## config.mk

```make
export PLATFORM = sky130hd
export DESIGN_NAME = vga_timing_gen
export DESIGN_NICKNAME = d
export VERILOG_FILES = /design/src/rtl/vga_pkg.sv /design/src/rtl/horizontal_counter.sv /design/src/rtl/vertical_counter.sv /design/src/rtl/vga_timing_gen.sv
export SDC_FILE = /design/constraint.sdc
export NUM_CORES = 1
export LEC_CHECK = 0
export ABC_CLOCK_PERIOD_IN_PS = 4400
export BUFFER_PORTS_ARGS = -buffer_cell sky130_fd_sc_hd__buf_4
export CORE_ASPECT_RATIO = 0.8
export CORE_MARGIN = 3
export CORE_UTILIZATION = 33
export CTS_BUF_LIST = sky130_fd_sc_hd__clkbuf_16
export DETAILED_ROUTE_END_ITERATION = 6
export GPL_TIMING_DRIVEN = 0
export PLACE_DENSITY = 0.53
export SLEW_MARGIN = 20
export SYNTH_ARGS = -nofsm -noshare
export SYNTH_HDL_FRONTEND = slang
export SYNTH_SLANG_ARGS = --single-unit
```

## constraint.sdc

```tcl
create_clock -name clk -period 4.4 [get_ports clk]
set_input_delay 1.32 -clock clk [delete_from_list [all_inputs] [get_ports clk]]
set_output_delay 1.32 -clock clk [all_outputs]
set_load 0.005 [all_outputs]
```

## src/rtl/vga_pkg.sv

```systemverilog
// vga_pkg: shared timing constants and types for the VGA raster generator.
//   - Default 640x480 @ 60 Hz timing values (pixel clock = system clock / 4).
//   - Derived line/frame totals and sync window bounds.
//   - coord_t: 10-bit raster coordinate.
package vga_pkg;

  localparam int unsigned DEF_CLK_DIV   = 4;
  localparam int unsigned DEF_H_DISPLAY = 640;
  localparam int unsigned DEF_H_FP      = 16;
  localparam int unsigned DEF_H_SYNC    = 96;
  localparam int unsigned DEF_H_BP      = 48;
  localparam int unsigned DEF_V_DISPLAY = 480;
  localparam int unsigned DEF_V_FP      = 10;
  localparam int unsigned DEF_V_SYNC    = 2;
  localparam int unsigned DEF_V_BP      = 33;

  localparam int unsigned H_TOTAL = DEF_H_DISPLAY + DEF_H_FP + DEF_H_SYNC + DEF_H_BP;
  localparam int unsigned V_TOTAL = DEF_V_DISPLAY + DEF_V_FP + DEF_V_SYNC + DEF_V_BP;

  localparam int unsigned DEF_H_SYNC_START = DEF_H_DISPLAY + DEF_H_FP;
  localparam int unsigned DEF_H_SYNC_END   = DEF_H_SYNC_START + DEF_H_SYNC - 1;
  localparam int unsigned DEF_V_SYNC_START = DEF_V_DISPLAY + DEF_V_FP;
  localparam int unsigned DEF_V_SYNC_END   = DEF_V_SYNC_START + DEF_V_SYNC - 1;

  typedef logic [9:0] coord_t;

  // Inclusive window test used for the sync pulses.
  function automatic logic in_window(coord_t v, coord_t lo, coord_t hi);
    return (v >= lo) && (v <= hi);
  endfunction

endpackage

```

## src/rtl/horizontal_counter.sv

```systemverilog
// horizontal_counter: pixel position within a line.
//   clk      - system clock
//   reset_n  - asynchronous active-low reset
//   enable   - advance by one (driven by the pixel tick)
//   pixel_x  - current horizontal count, 0..H_TOTAL-1
//   done_x   - high while pixel_x is the last position of the line
module horizontal_counter
  import vga_pkg::coord_t;
#(
  parameter int unsigned H_TOTAL = 800
) (
  input  logic   clk,
  input  logic   reset_n,
  input  logic   enable,
  output coord_t pixel_x,
  output logic   done_x
);

  localparam coord_t Last = coord_t'(H_TOTAL - 1);

  coord_t r_cnt;

  assign done_x  = (r_cnt == Last);
  assign pixel_x = r_cnt;

  always_ff @(posedge clk or negedge reset_n) begin
    if (!reset_n) begin
      r_cnt <= '0;
    end else if (enable) begin
      r_cnt <= done_x ? '0 : r_cnt + coord_t'(1);
    end
  end

endmodule

```

## src/rtl/vertical_counter.sv

```systemverilog
// vertical_counter: line position within a frame.
//   clk      - system clock
//   reset_n  - asynchronous active-low reset
//   enable   - advance by one (once per line)
//   pixel_y  - current vertical count, 0..V_TOTAL-1
//   done_y   - high while pixel_y is the last line of the frame
module vertical_counter
  import vga_pkg::coord_t;
#(
  parameter int unsigned V_TOTAL = 525
) (
  input  logic   clk,
  input  logic   reset_n,
  input  logic   enable,
  output coord_t pixel_y,
  output logic   done_y
);

  localparam coord_t Last = coord_t'(V_TOTAL - 1);

  coord_t r_cnt;

  assign done_y  = (r_cnt == Last);
  assign pixel_y = r_cnt;

  always_ff @(posedge clk or negedge reset_n) begin
    if (!reset_n) begin
      r_cnt <= '0;
    end else if (enable) begin
      r_cnt <= done_y ? '0 : r_cnt + coord_t'(1);
    end
  end

endmodule

```

## src/rtl/vga_timing_gen.sv

```systemverilog
// vga_timing_gen: VGA raster timing from the system clock.
//   clk         - system clock (single clock domain)
//   reset_n     - asynchronous active-low reset
//   enable      - run; low freezes divider, counters and outputs
//   pixel_tick  - combinational, high in the clk whose end advances the counters
//   pixel_x/y   - registered raster position
//   hsync_n     - registered horizontal sync, active low
//   vsync_n     - registered vertical sync, active low
//   video_on    - registered, high inside the visible area
//   line_start  - registered one-clk pulse when pixel_x first shows 0
//   frame_start - registered one-clk pulse when (0,0) is first shown
module vga_timing_gen
  import vga_pkg::*;
#(
  parameter int unsigned CLK_DIV   = DEF_CLK_DIV,
  parameter int unsigned H_DISPLAY = DEF_H_DISPLAY,
  parameter int unsigned H_FP      = DEF_H_FP,
  parameter int unsigned H_SYNC    = DEF_H_SYNC,
  parameter int unsigned H_BP      = DEF_H_BP,
  parameter int unsigned V_DISPLAY = DEF_V_DISPLAY,
  parameter int unsigned V_FP      = DEF_V_FP,
  parameter int unsigned V_SYNC    = DEF_V_SYNC,
  parameter int unsigned V_BP      = DEF_V_BP
) (
  input  logic   clk,
  input  logic   reset_n,
  input  logic   enable,
  output logic   pixel_tick,
  output coord_t pixel_x,
  output coord_t pixel_y,
  output logic   hsync_n,
  output logic   vsync_n,
  output logic   video_on,
  output logic   line_start,
  output logic   frame_start
);

  localparam int unsigned HTotal = H_DISPLAY + H_FP + H_SYNC + H_BP;
  localparam int unsigned DivW   = $clog2(CLK_DIV);

  localparam logic [DivW-1:0] DivLast = DivW'(CLK_DIV - 1);

  localparam coord_t HDisp      = coord_t'(H_DISPLAY);
  localparam coord_t VDisp      = coord_t'(V_DISPLAY);
  localparam coord_t HSyncStart = coord_t'(H_DISPLAY + H_FP);
  localparam coord_t HSyncEnd   = coord_t'(H_DISPLAY + H_FP + H_SYNC - 1);
  localparam coord_t VSyncStart = coord_t'(V_DISPLAY + V_FP);
  localparam coord_t VSyncEnd   = coord_t'(V_DISPLAY + V_FP + V_SYNC - 1);

  // The vertical stage is a fixed 525-line counter.
  if (V_DISPLAY + V_FP + V_SYNC + V_BP != V_TOTAL) begin : g_bad_v_total
    $error("vga_timing_gen: vertical parameters must sum to %0d", V_TOTAL);
  end
  if (CLK_DIV < 2) begin : g_bad_clk_div
    $error("vga_timing_gen: CLK_DIV must be at least 2");
  end
  if (HTotal > 1024) begin : g_bad_h_total
    $error("vga_timing_gen: horizontal total does not fit a 10-bit coordinate");
  end

  // Pixel-rate divider
  logic [DivW-1:0] r_div_cnt;
  logic            w_pixel_tick;

  always_ff @(posedge clk or negedge reset_n) begin
    if (!reset_n) begin
      r_div_cnt <= '0;
    end else if (enable) begin
      r_div_cnt <= (r_div_cnt == DivLast) ? '0 : r_div_cnt + DivW'(1);
    end
  end

  assign w_pixel_tick = enable && (r_div_cnt == DivLast);
  assign pixel_tick   = w_pixel_tick;

  // Counters
  coord_t w_h_cnt;
  coord_t w_v_cnt;
  logic   w_done_x;
  logic   w_done_y;
  logic   w_line_adv;

  assign w_line_adv = w_pixel_tick && w_done_x;

  horizontal_counter #(
    .H_TOTAL(HTotal)
  ) u_h_cnt (
    .clk    (clk),
    .reset_n(reset_n),
    .enable (w_pixel_tick),
    .pixel_x(w_h_cnt),
    .done_x (w_done_x)
  );

  vertical_counter #(
    .V_TOTAL(V_TOTAL)
  ) u_v_cnt (
    .clk    (clk),
    .reset_n(reset_n),
    .enable (w_line_adv),
    .pixel_y(w_v_cnt),
    .done_y (w_done_y)
  );

  // Output register stage
  // The wrap flags add one clk so the pulses land in the same clk where the
  // registered pixel_x first shows 0, keeping every output mutually aligned.
  coord_t r_pixel_x;
  coord_t r_pixel_y;
  logic   r_hsync_n;
  logic   r_vsync_n;
  logic   r_video_on;
  logic   r_line_wrap;
  logic   r_frame_wrap;
  logic   r_line_start;
  logic   r_frame_start;

  always_ff @(posedge clk or negedge reset_n) begin
    if (!reset_n) begin
      r_pixel_x     <= '0;
      r_pixel_y     <= '0;
      r_hsync_n     <= 1'b1;
      r_vsync_n     <= 1'b1;
      r_video_on    <= 1'b0;
      r_line_wrap   <= 1'b0;
      r_frame_wrap  <= 1'b0;
      r_line_start  <= 1'b0;
      r_frame_start <= 1'b0;
    end else if (enable) begin
      r_pixel_x     <= w_h_cnt;
      r_pixel_y     <= w_v_cnt;
      r_hsync_n     <= !in_window(w_h_cnt, HSyncStart, HSyncEnd);
      r_vsync_n     <= !in_window(w_v_cnt, VSyncStart, VSyncEnd);
      r_video_on    <= (w_h_cnt < HDisp) && (w_v_cnt < VDisp);
      r_line_wrap   <= w_line_adv;
      r_frame_wrap  <= w_line_adv && w_done_y;
      r_line_start  <= r_line_wrap;
      r_frame_start <= r_frame_wrap;
    end
  end

  assign pixel_x     = r_pixel_x;
  assign pixel_y     = r_pixel_y;
  assign hsync_n     = r_hsync_n;
  assign vsync_n     = r_vsync_n;
  assign video_on    = r_video_on;
  assign line_start  = r_line_start;
  assign frame_start = r_frame_start;

endmodule

```

After elaboration in Yosys (flattened, before gate mapping)
Cells that the tools add are included.
Widths: inputs -> output; s select.
{"block": "classes", "n_addsub": 3, "magnitude_cmp": 6, "eq_ne": 3, "muxes": 3, "n_reduce_logical": 8}
{"cell": "$add 10x1->10 const B", "n": 2}
{"cell": "$eq 10x10->1 const B", "n": 2}
{"cell": "$mux 10", "n": 2}
{"cell": "$ge 10x10->1 const B", "n": 1}
{"cell": "$ge 10x9->1 const B", "n": 1}
{"cell": "$le 10x10->1 const B", "n": 1}
{"cell": "$le 10x9->1 const B", "n": 1}
{"cell": "$lt 10x10->1 const B", "n": 1}
{"cell": "$lt 10x9->1 const B", "n": 1}
{"cell": "$logic_and 1x1->1", "n": 6}
{"cell": "$add 2x1->2 const B", "n": 1}
{"cell": "$eq 2x2->1 const B", "n": 1}
{"cell": "$logic_not 1->1", "n": 2}
{"cell": "$mux 2", "n": 1}
{"block": "totals", "ff_bits": 49, "word_cells": 35}

Longest topological paths before layout
Gate-level depths: netlist (run 1).
{"block": "logic_depth", "ltp_word": 4, "mapped_depth": 6, "depth_no_buf": 6}

By module
From an unflattened synthesis (run 1), not the netlist that was laid out.
{"block": "hier_totals", "hier_cells": 177, "hier_area_um2": 2208.4}
{"mod": "vga_timing_gen", "n_inst": 1, "cells_per_inst": 75, "area_each_um2": 1159.9, "seq_area_each_um2": 728.2}
{"mod": "vertical_counter", "n_inst": 1, "cells_per_inst": 52, "area_each_um2": 536.8, "seq_area_each_um2": 250.2}
{"mod": "horizontal_counter", "n_inst": 1, "cells_per_inst": 50, "area_each_um2": 511.7, "seq_area_each_um2": 250.2}

Least setup slack after synthesis (run 1)
Ideal clock, no wire load.
{"block": "synth_path", "path_kind": "in2out", "from": "in enable", "to": "out pixel_tick", "t_arrival_ns": 1.853, "t_required_ns": 3.080, "path_slack_ns": 1.227, "stages": 3, "path_buffers": 1, "cell_sequence": "clkbuf_1 > nand2_1 > inv_1"}
{"block": "synth_between", "elab_chain_len": 1}
{"item": "start, declared", "line_no": "vga_timing_gen.sv:27", "source": "input logic enable,"}
{"item": "$logic_and 1x1->1", "line_no": "vga_timing_gen.sv:73", "source": "assign w_pixel_tick = enable && (r_div_cnt == DivLast);"}
{"item": "end, declared", "line_no": "vga_timing_gen.sv:28", "source": "output logic pixel_tick,"}
No other way between the ends.

Worst setup path in the final report (run 1)
Same ends and word-level chain as after synthesis.

==> results.txt, run 1 <==
The area of the placeable core was 6162 µm². In the final timing run, aggregate negative setup slack is 0 ns. The number of port buffers was 27; the post-synthesis cell area was 2195 µm². The logs give 0 for the post-CTS repair timing setup buffer count and 1.063 mW for the total power. The async set-or-reset flop fraction in the synthesized netlist is 100.0%. Of the available clock period, the critical path in the final layout requires 82.94%. The tools report the maximum vdd ir drop as 264.6 µV. The later pin in the worst-skew pair is clocked with a latency of 0.29 ns. After synthesis, the mean cell area works out to 11.74 µm². For the pin with the worst max-slew slack, the measured transition is 0.6614 ns.

The category of the critical setup timing path was in2out. The detailed-route wire length was 4374 µm; the sequential standard cell area was 1229 µm². The library cell used most frequently in the layout, excluding fill and tap cells, is sky130_fd_sc_hd__dfrtp_1.

Clock-pin slew was measured on the worst setup and hold paths at 0.07 ns. Combinational logic is responsible for 14.1% of the overall power. In this run, distinct cell masters in the synthesized netlist total 36. For the number of global-route vias before repair, the log shows 1438. Of the cells placed in the final design, the portion with a size suffix greater than 1 is 31.08%. The run gives 0 as the number of resized instances in the post-cts repair step. Traced cell by cell, the critical path runs through clkbuf_1 > nand2_1 > inv_1 > buf_4. The critical path launch point type is an input port. Number of pins with negative max-slew slack in the final report: 0. Placed cell area: 2499 µm². In the layout the commonest cells are sky130_fd_sc_hd__dfrtp_1, sky130_fd_sc_hd__buf_4, sky130_fd_sc_hd__mux2_2. The biggest area contributor in the post-synthesis netlist is sky130_fd_sc_hd__dfrtp_1. The area used by multi-input combinational logic came out at 909.6 µm².

The class of the tightest hold or removal check was reg2reg. Counting the buffers created by CTS gives 5. The repair_antennas step left the layout with diodes totalling 0. The portion of total power attributed to sequential cells is 51.0%, and the average via count per standard cell is 4.904. STA classifies the critical path endpoint as an output port.

The initial core utilization was 35.61%; the switching share of power was 25.84%. The slowest stage of the critical path belongs to the cell sky130_fd_sc_hd__clkbuf_1. The worst clock skew was 0.006568 ns. The initialized floorplan defines 25 standard-cell rows. The tool flagged a number of max-cap violations equal to 0.

In this run the vertical extent of the chip is 78.94 µm. CTS placed an instance of sky130_fd_sc_hd__clkbuf_16 at the clock tree root. The portion of the post-synthesis area used by sequential elements is 55.99%, and the wire length of the first global-routing pass is 7486 µm. The H-tree was split into 2 levels. TritonCTS built the clock tree.

Across every metal layer, demand over resource in global routing totals 12.24%. The logs give 3.08 ns for the required time at the endpoint of the critical path and 0.4921 ns for the worst hold slack. Detailed placement finished with a half-perimeter wire length of 3017 µm.

The number of enable-type register cells in the synthesized netlist is 0, and the worst slew margin relative to its limit is 55.54%. 29 I/O pins were placed. The logs give 0 for the antenna violation net count after detailed routing and 2 for the number of buffers on the longest clock path.

Maximum fanout along the worst path: 9. The post-detailed-route wirelength per cell is 14.44 µm. The portion of total power attributed to the clock network is 34.9%, and the DRC marker count from the first detailed-route iteration is 51. Counting tap cells, the placed design contains a total of 295 instances. The floorplan step set the die width to 97.18 µm.

The tools report the maximum clock frequency as 0.2740 GHz. The largest net degree at the start of global routing is 50, and the design area is 2648 µm². Setup repair after global routing left no endpoint under its margin. The final critical-path required period was 3.649 ns; the signal arrival time at the worst endpoint was 2.33 ns.

In this run the static leakage power is 1.229 nW. The number of hold-repair buffers added at the cts stage was 0; the top cell type's share of synthesized area was 53.59%. The instance count of the mapped netlist is 187. The run gives 230 as the number of nets in the finished design.

The number of nets in the synthesized netlist is 196. Relative to the synthesized area, the layout overhead comes to 20.64%. At the end of routability-driven placement, the weighted congestion stood at 0.7131. The flow ran to the end, and the final reports show no timing, DRC or antenna violations.

Internal power comes to 787.9 µW. The total iterations of the first detailed-routing run was 4. The commonest register cell after synthesis is sky130_fd_sc_hd__dfrtp_1.

The tree built by TritonCTS fans out to 49 sinks. For this run the aggregate overflow at the end of global routing stands at 0. The switching power of the nets was 274.6 µW.

In this design, the stage delay of the slowest critical-path cell is 0.36 ns. Setup violations remaining at the end of the flow were counted as 0. The die covers 7671 µm².

Ranked by total cell area, the synthesized netlist is headed by sky130_fd_sc_hd__dfrtp_1, sky130_fd_sc_hd__mux2_2, sky130_fd_sc_hd__ha_1. The yosys synthesis warning count was 0. The count of cells in the finished layout, fillers not included, comes to 303. In this run the power density over the cells is 401.3 nW/µm².

The final count of hold timing violations was 0; the final-layout fill cell count was 596. The number of antenna violations at the first check in global routing is 0, and the total DRC errors in the routed layout is 0. In this run, synthesis produced a sequential element count of 49. The via count was 1486.
metal layers:
layer / global-route usage [%] / wire length (µm)
met5: 0 / 0
met4: 2.945 / 10
met3: 3.863 / 218
met2: 15.56 / 1679
met1: 19.54 / 2465
path summary, 6_finish.rpt:
path	to	startpoint	cells after the start	slack, ns
max reg2reg	u_v_cnt.pixel_y[3]$_DFFE_PN0P_	u_h_cnt.pixel_x[7]$_DFFE_PN0N_	5	2.08
min	hsync_n$_DFFE_PN1P_	hsync_n$_DFFE_PN1P_	2	0.49
max	pixel_tick	enable	4	0.75
max in group asynchronous	u_h_cnt.pixel_x[1]$_DFFE_PN0N_	reset_n	1	2.92
min in group asynchronous	u_v_cnt.pixel_y[2]$_DFFE_PN0P_	reset_n	1	1.06
min reg2reg	hsync_n$_DFFE_PN1P_	hsync_n$_DFFE_PN1P_	2	0.49
cells in the mapped netlist, types with 2 or more instances:
cell and n:
sky130_fd_sc_hd__nor3_1 4, sky130_fd_sc_hd__nor4_2 2, sky130_fd_sc_hd__or3_1 2, sky130_fd_sc_hd__xor2_1 6, sky130_fd_sc_hd__xnor2_1 5, sky130_fd_sc_hd__ha_1 6
sky130_fd_sc_hd__or4_1 3, sky130_fd_sc_hd__nand2_1 14, sky130_fd_sc_hd__o31ai_1 2, sky130_fd_sc_hd__inv_1 9, sky130_fd_sc_hd__dfrtp_1 47, sky130_fd_sc_hd__o21ai_0 8
sky130_fd_sc_hd__a21oi_1 5, sky130_fd_sc_hd__nor4_1 4, sky130_fd_sc_hd__mux2_2 24, sky130_fd_sc_hd__dfstp_2 2, sky130_fd_sc_hd__nand4_1 3, sky130_fd_sc_hd__nand3_1 9
sky130_fd_sc_hd__nor2_1 11, sky130_fd_sc_hd__clkbuf_1 5
cell type report:
type,count,area share [%]
Multi-Input combinational cell,122,34.36
Timing Repair Buffer,27,7.656
Clock buffer,5,4.726
Tap cell,81,3.828
Clock inverter,3,0.6616
Sequential cell,49,46.41
Inverter,9,1.276
Buffer,7,1.087
cell families after synthesis:
group                      synth area share (%)
AOI/OAI and AO/OA                         5.074
DFF                                       55.99
and+or+nand+nor                           15.51
adders and majority gates                 3.421
xor gates and xnor gates                  4.390
muxes                                     12.77
buffers and inverters                     2.850
critical path, delay by kind of cell:
kind	cells	cell delay, ns
buffers and inverters	3	0.70
AND/OR/NAND/NOR	1	0.31
power groups by stage:
stage	logic [mW]	registers [mW]	clock network, mW
detailed placement	0.150	0.551	0
CTS	0.152	0.543	0.383
floorplan	0.0879	0.543	0
finish	0.150	0.542	0.371
global placement	0.149	0.550	0
global route	0.173	0.553	0.407
through the flow:
step / worst slack, ns / util, %
after global placement: 0.7094 / 40.55
after global routing: 0.6142 / 42.96
after detailed placement: 0.7441 / 40.55
final: 0.7507 / 42.96
after CTS: 0.7415 / 42.86
after floorplan: 1.227 / -
registers in the layout, summed over array words and instances (netlist names), 2 cells and up:
signal           flops
r_div_cnt            2
pixel_y             10
u_v_cnt.pixel_y     10
u_h_cnt.pixel_x     10
pixel_x             10
No activity file was read; power rests on OpenSTA's default activity.
==> inputs of run 2 (changes only) <==
Settings changed: ABC_AREA set to 1, ABC_CLOCK_PERIOD_IN_PS 4400 to 3600, PLACE_DENSITY 0.53 to 0.52.
Clock period 4.4 ns to 3.6 ns, I/O delays scaled along.
==> results.txt, run 2 <==
The run finished with clean final reports. For the required time at the endpoint of the critical path, the log shows 2.52 ns (-0.56 ns). The number of global-route vias before repair is 1819 (+26%). Cell type with the largest total area after synthesis: sky130_fd_sc_hd__dfrtp_1. Clock tree synthesis selected as its root buffer the cell sky130_fd_sc_hd__clkbuf_16. The run gives 279 (+49%) as the instance count of the mapped netlist.

In the layout the commonest cells are sky130_fd_sc_hd__nand2_1, sky130_fd_sc_hd__dfrtp_1, sky130_fd_sc_hd__buf_4. The initial core utilization came out at 35.50% (-0.11 points). The number of distinct library cells after synthesis came out at 28 (-22%).

The fraction of layout cells with a size suffix above 1 was 16.56% (-15 points). Endpoint of the worst-slack reg-to-reg timing path: u_v_cnt.pixel_y[0]$_DFFE_PN0P_. The placed wire-length estimate is 3843 µm (+27%).

The most used flip-flop cell after synthesis is sky130_fd_sc_hd__dfrtp_1. The post-detailed-route wirelength per cell works out to 13.45 µm (-6.8%). The most common cell in the synthesized netlist is sky130_fd_sc_hd__nand2_1. The height of the die is 81.58 µm (+3.3%). The number of hold-repair buffers added at the cts stage is 0 (unchanged). The post-synthesis cell area is 2356 µm² (+7.4%), and the final-layout fill cell count is 696 (+17%). The depth of the CTS H-tree is 2 (unchanged). The class of the tightest hold or removal check was reg2reg.

The maximum fanout along the worst path works out to 9 (unchanged). Yosys attributes the largest share of cell area to sky130_fd_sc_hd__dfrtp_1, sky130_fd_sc_hd__nand2_1, sky130_fd_sc_hd__o21ai_0. The overall die area was 8196 µm² (+6.8%); the final weighted congestion of routability-driven global placement was 0.8195 (+15%). Setup repair after global routing left no endpoint under its margin. Number of enable-type register cells in the synthesized netlist: 0 (unchanged). The number of port buffers was 27 (unchanged); the final count of hold timing violations was 0 (unchanged). The critical path endpoint category is an output port.

The tools report the number of buffers on the longest clock path as 2 (unchanged). The total DRC errors in the routed layout was 0 (unchanged); the all-layer global routing usage was 14.27% (+2.0 points). The number of pins with negative max-slew slack in the final report is 0 (unchanged), and the number of antenna violations at the first check in global routing is 0 (unchanged). The tools report the portion of the post-synthesis area used by sequential elements as 52.15% (-3.8 points). For the wire length of the first global-routing pass, the log shows 9059 µm (+21%). The post-CTS repair timing setup buffer count was 0 (unchanged). For the number of diodes, the log shows 0 (unchanged). Static timing analysis puts the maximum clock frequency at 0.3444 GHz.

The worst clock skew was 0.006420 ns (-0.0001477 ns); the signal arrival time at the worst endpoint was 1.82 ns (-0.51 ns). The leakage power figure was 1.434 nW (+17%); the area of the placeable core was 6636 µm² (+7.7%). The synthesis-stage register bit count was 49 (unchanged); the insertion delay to the later sink of the worst-skew pair was 0.29 ns (about the same). The detailed-route wire length came out at 5353 µm (+22%).

The tools report the maximum vdd ir drop as 218.5 µV (-17%). The final critical-path required period was 2.904 ns. Total congestion overflow after global routing: 0 (unchanged).

The category of the critical setup timing path was in2out. The tools report the design area as 2803 µm² (+5.9%). The register-to-register setup slack is 1.95 ns (-0.13 ns).

STA classifies the critical path startpoint as an input port. The die width works out to 100.5 µm (+3.4%). The run gives 57.70% (+2.2 points) as the worst slew margin relative to its limit.

The tools report the launch instance of the worst register-to-register path as u_v_cnt.pixel_y[0]$_DFFE_PN0P_. For the placed cell area, the log shows 2664 µm² (+6.6%). The register clock-pin slew on the reported worst setup and hold paths was 0.06 ns (about the same).

The count of cells along the worst hold path is 2 (unchanged). Placement row count: 26 (+4.0%). The total of endpoints with negative setup slack in the final report came out at 0 (unchanged). The tools report the largest net degree at the start of global routing as 50 (unchanged).

The tools report the yosys synthesis warning count as 0 (unchanged). The number of nets produced by synthesis was 288 (+47%). The average via count per standard cell is 4.746 (-3.2%). TritonCTS built the clock tree. The mean instance size in the synthesized netlist came out at 8.444 µm² (-28%). The number of cell instances on the worst register-to-register path works out to 7 (+2). The logs give 99 (+94%) for the DRC marker count from the first detailed-route iteration and 49 (unchanged) for the total clock sinks.

The top cell type's share of synthesized area came out at 49.92% (-3.7 points). Sorting the synthesized cells by how often they occur yields sky130_fd_sc_hd__nand2_1, sky130_fd_sc_hd__dfrtp_1, sky130_fd_sc_hd__o21ai_0. The startpoint identified for the worst hold timing path is line_start$_DFFE_PN0P_. The number of clock buffers inserted by TritonCTS is 5 (unchanged), and the share of the clock period used by the worst path after layout is 80.66%.

For the max-capacitance violation count, the log shows 0 (unchanged). The worst hold path terminates at line_start$_DFFE_PN0P_. For the number of top-level pins, the log shows 29 (unchanged). The async set-or-reset flop fraction in the synthesized netlist is 100.0% (unchanged). The tools report the antenna violation net count after detailed routing as 0 (unchanged). For the total negative slack for setup checks, the log shows 0 ns (unchanged).

The number of nets in the finished design is 322 (+40%). The most common cell after layout, fill and taps aside is sky130_fd_sc_hd__nand2_1. The power per unit of standard cell area came out at 485.0 nW/µm² (+21%).

The via count is 1889 (+27%). Compared with the post-synthesis result, the final layout area differs by 18.96%. The slew of the pin with the lowest slew margin was 0.6345 ns (-0.02692 ns). The number of resized instances in the post-cts repair step is 0 (unchanged), and the total iterations of the first detailed-routing run is 4 (unchanged).
## run 2: cell count changes in the layout (fill, tap and decap cells not counted), moves of 4 or more
cell | previous run | this run
sky130_fd_sc_hd__nand2_1 | 14 | 84
sky130_fd_sc_hd__nand4_1 | 3 | 8
sky130_fd_sc_hd__inv_1 | 9 | 25
sky130_fd_sc_hd__xnor2_1 | 5 | 0
sky130_fd_sc_hd__nand3_1 | 9 | 17
sky130_fd_sc_hd__o21ai_0 | 8 | 25
sky130_fd_sc_hd__nor3_1 | 4 | 8
sky130_fd_sc_hd__nor2_1 | 11 | 21
sky130_fd_sc_hd__mux2_2 | 24 | 0
sky130_fd_sc_hd__o21ai_1 | 0 | 5
## run 2: worst max-delay path by stage
stage | from | endpoint | slack [ns] | cells past startpoint
2_1_floorplan | enable | pixel_tick | 1.01 | 3
3_3_place_gp | enable | pixel_tick | 0.70 | 4
3_5_place_dp | enable | pixel_tick | 0.70 | 4
4_1_cts | enable | pixel_tick | 0.71 | 4
5_1_grt | enable | pixel_tick | 0.64 | 4
6_report | enable | pixel_tick | 0.70 | 4
## run 2: kinds of logic (layout without fill, tap and decap cells)
family,count (synthesis),in the layout,share of synthesized area (%)
DFF,49,49,52.15
adders and majority gates,6,6,3.186
and+or+nand+nor,145,145,27.67
AOI/OAI and AO/OA,37,37,8.178
xor gates and xnor gates,6,6,2.230
buffers and inverters,36,71,6.585
## run 2: cell type report
cell class	instances	area [µm²]	share of cell area, %
Clock inverter	3	13.76	0.4911
Tap cell	84	105.1	3.750
Sequential cell	49	1229	43.84
Clock buffer	5	125.1	4.464
Inverter	28	105.1	3.750
Multi-Input combinational cell	194	972.2	34.69
Timing Repair Buffer	27	202.7	7.232
Buffer	8	50.05	1.786
## run 2: worst max-delay path: stages
cell and delay (ns):
sky130_fd_sc_hd__buf_4 0.15, sky130_fd_sc_hd__nand2_4 0.13, sky130_fd_sc_hd__clkinv_1 0.24, sky130_fd_sc_hd__buf_4 0.22
## run 2: layer usage
metal / share of wire (%) / GRT usage (%) / vias to the layer above
met5: 0 / 0 / -
met2: 39 / 19.58 / 34
met1: 56 / 22.17 / 881
li1: - / - / 970
met3: 3.8 / 3.226 / 4
met4: 0.90 / 3.903 / 0
## run 2: stage by stage
| stage | hold WS (ns) | utilization (%) | total power [mW] | setup WS [ns] | std cells |
|---|---|---|---|---|---|
| 6_report | 0.4723 | 42.23 | 1.359 | 0.6961 | 398 |
| 3_5_place_dp | 0.4618 | 40.14 | 0.9191 | 0.7040 | 390 |
| 3_3_place_gp | 0.4554 | 40.14 | 0.9144 | 0.7027 | 390 |
| 5_1_grt | 0.4903 | 42.23 | 1.443 | 0.6416 | 398 |
| 2_1_floorplan | 0.4459 | - | 0.8127 | 1.013 | 279 |
| 4_1_cts | 0.4785 | 42.23 | 1.376 | 0.7059 | 398 |
## run 2: where the power goes
group          internal, mW  leakage [nW]  switching [mW]
clock                 0.253        0.0748           0.199
sequential            0.618         0.592          0.0602
combinational        0.0917         0.767           0.138
